`src/rtl/sample_voice_scheduler.sv`:
```
// Four-voice sample playback scheduler: fetches one byte per active voice
// each 48 kHz frame over a shared read port and mixes them into a 16-bit output.
module sample_voice_scheduler #(
   parameter int AW = 16,
   parameter int NV = 4
) (
   input  logic          clk,
   input  logic          rst,
   input  logic          clk_48KHz_en,
   input  logic          sound_enable,
   input  logic [NV-1:0] trig,
   input  logic [NV-1:0] loop,
   input  logic          cfg_wr,
   input  logic [1:0]    cfg_voice,
   input  logic [AW-1:0] cfg_start,
   input  logic [AW-1:0] cfg_len,
   output logic          mem_req,
   output logic [AW-1:0] mem_addr,
   input  logic          mem_ack,
   input  logic [7:0]    mem_data,
   output logic [15:0]   out,
   output logic [NV-1:0] busy,
   output logic          overrun
);

   localparam int VW = $clog2(NV);

   localparam logic [2:0] S_IDLE = 3'd0;
   localparam logic [2:0] S_ARM  = 3'd1;
   localparam logic [2:0] S_REQ  = 3'd2;
   localparam logic [2:0] S_WAIT = 3'd3;
   localparam logic [2:0] S_NEXT = 3'd4;
   localparam logic [2:0] S_MIX  = 3'd5;

   localparam logic [AW-1:0] ONE   = AW'(1);
   localparam logic [VW-1:0] VONE  = VW'(1);
   localparam logic [VW-1:0] VLAST = VW'(NV - 1);

   logic [2:0]    state_q, state_d;
   logic [VW-1:0] v_q, v_d;
   logic [AW-1:0] start_q [NV];
   logic [AW-1:0] start_d [NV];
   logic [AW-1:0] len_q [NV];
   logic [AW-1:0] len_d [NV];
   logic [AW-1:0] pos_q [NV];
   logic [AW-1:0] pos_d [NV];
   logic [7:0]    smp_q [NV];
   logic [7:0]    smp_d [NV];
   logic [NV-1:0] active_q, active_d;
   logic [NV-1:0] pending_q, pending_d;
   logic [NV-1:0] trig_q;
   logic [NV-1:0] trig_rise;
   logic          mem_req_q, mem_req_d;
   logic [AW-1:0] mem_addr_q, mem_addr_d;
   logic [15:0]   out_q, out_d;
   logic          overrun_q, overrun_d;
   logic [9:0]    mix_sum;

   assign trig_rise = trig & ~trig_q;

   always_comb begin
      mix_sum = '0;
      for (int i = 0; i < NV; i++) begin
         mix_sum = mix_sum + {2'b00, smp_q[i]};
      end
   end

   always_comb begin
      state_d    = state_q;
      v_d        = v_q;
      start_d    = start_q;
      len_d      = len_q;
      pos_d      = pos_q;
      smp_d      = smp_q;
      active_d   = active_q;
      pending_d  = pending_q | trig_rise;
      mem_req_d  = mem_req_q;
      mem_addr_d = mem_addr_q;
      out_d      = out_q;
      overrun_d  = overrun_q;

      if (cfg_wr) begin
         start_d[cfg_voice] = cfg_start;
         len_d[cfg_voice]   = cfg_len;
      end

      if (clk_48KHz_en && state_q != S_IDLE) begin
         overrun_d = 1'b1;
      end

      unique case (state_q)
         S_IDLE: begin
            if (clk_48KHz_en && sound_enable) begin
               state_d = S_ARM;
               v_d     = '0;
            end
         end
         S_ARM: begin
            for (int i = 0; i < NV; i++) begin
               if (pending_q[i] && len_q[i] != '0) begin
                  pos_d[i]    = '0;
                  active_d[i] = 1'b1;
               end
            end
            // an edge landing in this very cycle must survive the clear
            pending_d = trig_rise;
            state_d   = S_REQ;
         end
         S_REQ: begin
            if (active_q[v_q]) begin
               mem_req_d  = 1'b1;
               mem_addr_d = start_q[v_q] + pos_q[v_q];
               state_d    = S_WAIT;
            end else begin
               smp_d[v_q] = '0;
               state_d    = S_NEXT;
            end
         end
         S_WAIT: begin
            if (mem_ack) begin
               smp_d[v_q] = mem_data;
               mem_req_d  = 1'b0;
               state_d    = S_NEXT;
            end
         end
         S_NEXT: begin
            if (pos_q[v_q] == len_q[v_q] - ONE) begin
               if (loop[v_q]) pos_d[v_q] = '0;
               else           active_d[v_q] = 1'b0;
            end else begin
               pos_d[v_q] = pos_q[v_q] + ONE;
            end
            if (v_q == VLAST) begin
               state_d = S_MIX;
            end else begin
               v_d     = v_q + VONE;
               state_d = S_REQ;
            end
         end
         S_MIX: begin
            out_d   = {mix_sum, 6'b0};
            state_d = S_IDLE;
         end
         default: state_d = S_IDLE;
      endcase

      // muting lets an in-flight read finish before parking in IDLE
      if (!sound_enable) begin
         active_d  = '0;
         pending_d = '0;
         out_d     = '0;
         if (state_q != S_WAIT || mem_ack) begin
            state_d   = S_IDLE;
            mem_req_d = 1'b0;
         end
      end
   end

   always_ff @(posedge clk) begin
      if (rst) begin
         state_q    <= S_IDLE;
         v_q        <= '0;
         active_q   <= '0;
         pending_q  <= '0;
         trig_q     <= '0;
         mem_req_q  <= 1'b0;
         mem_addr_q <= '0;
         out_q      <= '0;
         overrun_q  <= 1'b0;
         for (int i = 0; i < NV; i++) begin
            start_q[i] <= '0;
            len_q[i]   <= '0;
            pos_q[i]   <= '0;
            smp_q[i]   <= '0;
         end
      end else begin
         state_q    <= state_d;
         v_q        <= v_d;
         active_q   <= active_d;
         pending_q  <= pending_d;
         trig_q     <= trig;
         mem_req_q  <= mem_req_d;
         mem_addr_q <= mem_addr_d;
         out_q      <= out_d;
         overrun_q  <= overrun_d;
         for (int i = 0; i < NV; i++) begin
            start_q[i] <= start_d[i];
            len_q[i]   <= len_d[i];
            pos_q[i]   <= pos_d[i];
            smp_q[i]   <= smp_d[i];
         end
      end
   end

   assign mem_req  = mem_req_q;
   assign mem_addr = mem_addr_q;
   assign out      = out_q;
   assign busy     = active_q;
   assign overrun  = overrun_q;

endmodule

```
`config.mk`:
```
export PLATFORM = sky130hd
export DESIGN_NAME = sample_voice_scheduler
export DESIGN_NICKNAME = d
export VERILOG_FILES = /design/src/rtl/sample_voice_scheduler.sv
export SDC_FILE = /design/constraint.sdc
export NUM_CORES = 1
export LEC_CHECK = 0
export ABC_AREA = 1
export ABC_CLOCK_PERIOD_IN_PS = 3400
export CAP_MARGIN = 20
export CORE_UTILIZATION = 55
export CTS_CLUSTER_DIAMETER = 120
export CTS_CLUSTER_SIZE = 28
export DETAILED_ROUTE_END_ITERATION = 7
export PLACE_DENSITY_LB_ADDON = 0.15
export SLEW_MARGIN = 10
export SYNTH_ARGS = -nofsm -noshare
export SYNTH_HDL_FRONTEND = slang
export SYNTH_SLANG_ARGS = --single-unit
```
`constraint.sdc`:
```
create_clock -name clk -period 3.4 [get_ports clk]
set_clock_uncertainty 0.2 [all_clocks]
set_input_delay 0.68 -clock clk [delete_from_list [all_inputs] [get_ports clk]]
set_output_delay 0.68 -clock clk [all_outputs]
set_load 0.01 [all_outputs]
```
==> Word level (Yosys, flattened, before mapping) <==
Cells that the tools add are included.
{ "word_totals": {"regBits": 269, "latch_bits": 0, "ram_bits": 0, "rom_bits": 0, "input_bits": 56, "out_inout_bits": 38, "wordCells": 161, "mem_count": 0} }
{ "op_classes": {"addsub": 7, "mul": 0, "div": 0, "n_lt_le_gt_ge": 6, "n_eq_ne": 19, "n_shift": 0, "n_mux": 58, "bitwise": 12, "n_reduce_logical": 31} }
{ "ops": {"columns": ["cell", "n"], "rows": [
  ["64-bit bitwise mux", 3],
  ["16-bit two-way mux", 12],
  ["64-bit two-way mux", 2],
  ["64-bit case mux with 2 select lines", 1],
  ["16-bit binary-select mux with 2-bit select", 3],
  ["64-bit AND", 1],
  ["16-bit demux with 2-bit select", 2],
  ["32-bit two-way mux", 2],
  ["64-bit NOT", 1],
  ["32-bit case mux with 2 select lines", 1],
  ["16-bit nonzero test", 4],
  ["32-bit AND", 1],
  ["32-bit bitwise mux", 1],
  ["32-bit NOT", 1],
  ["2-bit != test, second input constant", 10],
  ["3-bit two-way mux", 6],
  ["3-bit AND reduction", 6],
  ["16-bit by 1-bit adder with 16-bit output, second input constant", 1],
  ["16-bit adder", 1],
  ["8-bit demux with 2-bit select", 1],
  ["16-bit == test", 1],
  ["4-bit AND reduction", 4],
  ["16-bit by 1-bit subtractor with 16-bit output, second input constant", 1],
  ["3-bit case mux with 5 select lines", 1],
  ["35 further kinds", 66]
]} }

==> Logic depth before layout (Yosys ltp) <==
{ "logic_depth": {"word_depth": 10, "ltp_mapped": 26, "mapped_depth_nobuf": 22} }

==> Worst setup path after synthesis <==
Ideal clock, no wire load.
{ "synth_timing": {"kind": "register to register", "from": "register v_q[0]", "to": "register mem_addr_q[12] (netlist: mem_addr[12])", "setup_time_ps": 109, "t_arrival_ps": 3337, "required_ps": 3091, "path_slack_ps": -246, "stages_incl_launch_ff": 24, "path_buffers": 6, "synth_period_minus_slack_ps": 3646, "cell_sequence": "dfxtp_1 > buf_6 > inv_4 > buf_6 > buf_6 > buf_6 > buf_2 > clkbuf_1 > o21ai_0 > o22ai_1 > ha_1 > fa_1 > a21oi_1 > o21a_1 > o21ai_0 > a31oi_1 > o21ai_0 > a21o_1 > nand2_1 > nand2_1 > nand2_1 > nand3_1 > nand2_1 > inv_1"} }
{ "synth_via": {"elab_chain_len": 5, "elab_cells_between_ends": 11, "cone_classes": "add/sub (1); mux (8); bitwise (1); reduce/logical (1)"} }
{ "synth_lines": {"columns": ["item", "line_no", "text"], "rows": [
  ["start: declaration", "40", "logic [VW-1:0] v_q, v_d;"],
  ["start signal: assignment", "178", "v_q <= v_d;"],
  ["2-bit NOT with 3-bit output (implied by the code)", "112", "mem_addr_d = start_q[v_q] + pos_q[v_q];"],
  ["16-bit binary-select mux with 2-bit select", "112", null],
  ["16-bit two-way mux (implied by the code) (2 in a row)", "112", null],
  ["16-bit adder", "112", null],
  ["end signal: assignment", "183", "mem_addr_q <= mem_addr_d;"],
  ["end: declaration", "54", "logic [AW-1:0] mem_addr_q, mem_addr_d;"]
]} }
Parallel ways exist; a longest one is shown, timed or not. The select of a mux whose other input is x is not followed.
A chain may end at the register's enable or synchronous reset.

==> Final worst setup path <==
{ "layout_timing": {"from": "register v_q[1]", "to": "register pos_q[59] (netlist name)"} }
{ "layout_via": {"elab_chain_len": 10, "elab_cells_between_ends": 25, "cone_classes": "add/sub (2); order compare (2); eq/ne (2); mux (14); bitwise (3); reduce/logical (2)"} }
{ "layout_lines": {"columns": ["item", "line_no", "text"], "rows": [
  ["branches (longest 10 deep; another with 16-bit by 1-bit subtractor with 16-bit output)", null, null],
  ["end signal: indexed assignment", "189", "pos_q[i] <= pos_d[i];"],
  ["end: declaration", "45", "logic [AW-1:0] pos_q [NV];"]
]} }
Several ways; the timed one is not identified. The select of a mux whose other input is x is not followed.

==> impl_metrics.json <==
{
  "reg2reg_to": "pos_q[59]",
  "worst_slack_ns": 0.1444,
  "period_share_pct": 95.75,
  "antenna_cells": 0,
  "htree_levels": 1,
  "rows": 61,
  "synth_edf_count": 0,
  "place_hpwl_mm": 35.11,
  "first_iter_violations": 1722,
  "async_reset_ff_share_pct": 0,
  "fillers": 2652,
  "fmax_mhz": 307.2,
  "gp_congestion": 1.007,
  "wire_per_inst_um": 16.86,
  "arrival_ns": 3.52,
  "maxSlewViolCount": 0,
  "tritoncts": "yes",
  "syn-cell-area_um2": 15950,
  "fin_area_um2": 18010,
  "maxCapViolCount": 0,
  "dieArea_um2": 29680,
  "place_inst": 2926,
  "endpoint_kind": "register",
  "synth-seq-area-share_pct": 33.77,
  "ant_nets": 0,
  "overflow": 0,
  "fp.coreArea_um2": 28160,
  "postSynthAreaPerCell_um2": 6.366,
  "numCtsBuffers": 13,
  "clk_latency_ns": 0.52,
  "cts_sinks": 269,
  "ys.warnings.count": 0,
  "final_util_pct": 63.95,
  "cp-start-kind": "register",
  "grt_max_degree": 101,
  "path_class": "register to register",
  "final.min_clock_period_ns": 3.256,
  "p_leak_nw": 8.568,
  "finalSetupViolCount": 0,
  "synthFlopType": "dfxtp_1",
  "finalHoldViolCount": 0,
  "cts.path.max_buffers": 3,
  "drc": 0,
  "grt_antenna_before_repair": 0,
  "tightest_slew_ns": 0.7713,
  "first_pass_iters": 5,
  "dr_total_vias": 16600,
  "die_h_um": 172.3,
  "start_util_pct": 56.62,
  "ys_types": 45,
  "critPathLaunch": "v_q[1]",
  "instances_no_fill": 2954,
  "cts.clk_slew.worst_paths_ns": 0.12,
  "wl_mm": 49.82,
  "grt_pass1_wl_mm": 77.96,
  "grt.total_usage_pct": 33.25,
  "preCtsSetupSlack_ns": 0.03918,
  "pin_count": 94,
  "area_delta_synth_final_pct": 12.95,
  "die_w_um": 172.3,
  "regToRegSetupSlack_ns": 0.14,
  "power_mw": 6.652,
  "cts-root-buf": "clkbuf_16",
  "synth_cells": 2505,
  "crit_fanout": 15,
  "dpl_cell_area_um2": 17400,
  "vias_per_cell": 5.619,
  "fin_nets": 2677,
  "maxSlewHeadroom_pct": 48.03,
  "grt_pass1_vias": 15040,
  "p_per_area_nw_per_um2": 369.4,
  "worst_r2r_path_depth": 18,
  "worstSetupEndpoint": "pos_q[59]",
  "drive_gt1_share_pct": 7.337,
  "ctsHoldBuffers": 0,
  "hold_ws_ns": 0.2457,
  "min_path_type": "register to register",
  "status": "completed",
  "ir_worst_vdd_mv": 0.4295,
  "io_buffers": 87,
  "tns_ns": 0,
  "cp.required_ns": 3.66,
  "worstReg2RegStart": "v_q[1]",
  "ys_seq_elements": 269
}
==> cells by family after synthesis <==
logic type | after synthesis | synth area share (%)
DFF | 269 | 33.77
buffers and inverters | 390 | 10.56
xor gates and xnor gates | 22 | 1.208
AOI/OAI and AO/OA | 499 | 16.56
other | 1 | 0.02352
adders and majority gates | 47 | 4.488
and+or+nand+nor | 1277 | 33.39
==> state kept, by name (all words and copies together), names as in the netlist <==
| register | cells |
|---|---|
| busy | 4 |
| len_q | 64 |
| mem_addr | 16 |
| mem_req | 1 |
| out | 10 |
| overrun | 1 |
| pending_q | 4 |
| pos_q | 64 |
| smp_q | 32 |
| start_q | 64 |
| state_q | 3 |
| trig_q | 4 |
| v_q | 2 |
==> area by class of cell <==
class / instances / area (um2) / share of cell area, %
clock inverter: 3 / 25.02 / 0.1389
sequential: 269 / 5393 / 29.94
clock buffer: 14 / 329.1 / 1.827
multi-input combinational: 1858 / 9099 / 50.52
inverter: 261 / 989.7 / 5.495
tap: 378 / 473.0 / 2.626
timing repair buffer: 171 / 1703 / 9.455
==> where the power goes <==
group	switching (mW)	internal (mW)	leakage (nW)
Combinational	1.04	0.512	6.21
Sequential	0.0610	3.25	2.19
Clock	1.08	0.716	0.170
==> cell usage after synthesis, drive strengths merged (2+ instances only) <==
cell type / number / area (um2)
a211oi: 2 / 15.01
a21o: 2 / 15.01
a21oi: 143 / 715.7
a22oi: 17 / 127.6
a31oi: 4 / 25.02
buf: 56 / 427.9
clkbuf: 73 / 274.0
clkinv: 3 / 11.26
dfxtp: 269 / 5385
fa: 17 / 340.3
ha: 30 / 375.4
inv: 258 / 970.9
nand2: 646 / 2470
nand3: 171 / 960.9
nand4: 16 / 100.1
nor2: 416 / 1628
nor3: 7 / 35.03
nor4: 15 / 93.84
o211ai: 2 / 15.01
o21a: 5 / 37.54
o21ai: 293 / 1470
o21bai: 12 / 90.09
o22ai: 15 / 93.84
or2: 5 / 31.28
xnor2: 7 / 61.31
xor2: 15 / 131.4
==> critical path: stages, from the launching register on <==
cell and delay, ns:
dfxtp_4 0.39, inv_4 0.17, buf_4 0.24, nand3_1 0.11, nand2_2 0.15, nand2_1 0.15, nor2_4 0.21, nand3_2 0.10
nand2_2 0.11, nand3_1 0.09, nor2_2 0.16, inv_1 0.05, nor2_1 0.18, nand2_2 0.22, nand3_4 0.18, nand3_4 0.21
nand2_1 0.12, nand2_1 0.06, nor2_1 0.09
==> layout by cell type, fill, tap and decap left out, types with 11 or more instances in the layout <==
cell | Yosys | final
xor2_1 | 15 | 15
o21ai_0 | 291 | 283
ha_1 | 30 | 28
inv_1 | 254 | 253
o21bai_1 | 12 | 12
nor2_2 | 8 | 12
a21oi_1 | 143 | 142
clkbuf_16 | 0 | 13
buf_12 | 0 | 13
buf_4 | 17 | 65
fa_1 | 17 | 16
clkdlybuf4s50_1 | 0 | 87
nand3_4 | 6 | 11
nor2_1 | 403 | 399
a22oi_1 | 17 | 17
nand2_2 | 18 | 26
nand2_1 | 628 | 619
nand4_1 | 16 | 16
dfxtp_1 | 269 | 267
nand3_1 | 159 | 155
o22ai_1 | 15 | 14
nor4_1 | 15 | 15
==> timing repair <==
| action | 4_1_cts | 5_1_grt |
|---|---|---|
| setup endpoints to repair | 0 | 75 |
| buffers inserted | 0 | 4 |
| resized for setup | 0 | 40 |
==> worst min-delay path by stage <==
stage                 from          end  slack (ns)  cells after the start
3_5_place_dp   start_q[26]  start_q[26]        0.23                      2
4_1_cts        start_q[26]  start_q[26]        0.25                      2
3_3_place_gp   start_q[25]  start_q[25]        0.23                      2
6_report       start_q[26]  start_q[26]        0.25                      2
5_1_grt        start_q[11]  start_q[11]        0.27                      2
2_1_floorplan  start_q[16]  start_q[16]        0.22                      2
==> layer usage <==
metal	GRT usage [%]	wire, um	vias to the layer above
li1	-	-	8143
met1	45.97	22190	7641
met2	54.00	22320	703
met3	3.914	3852	113
met4	10.35	1457	0
met5	0	0	-
Power figures use the tool's default switching activity.
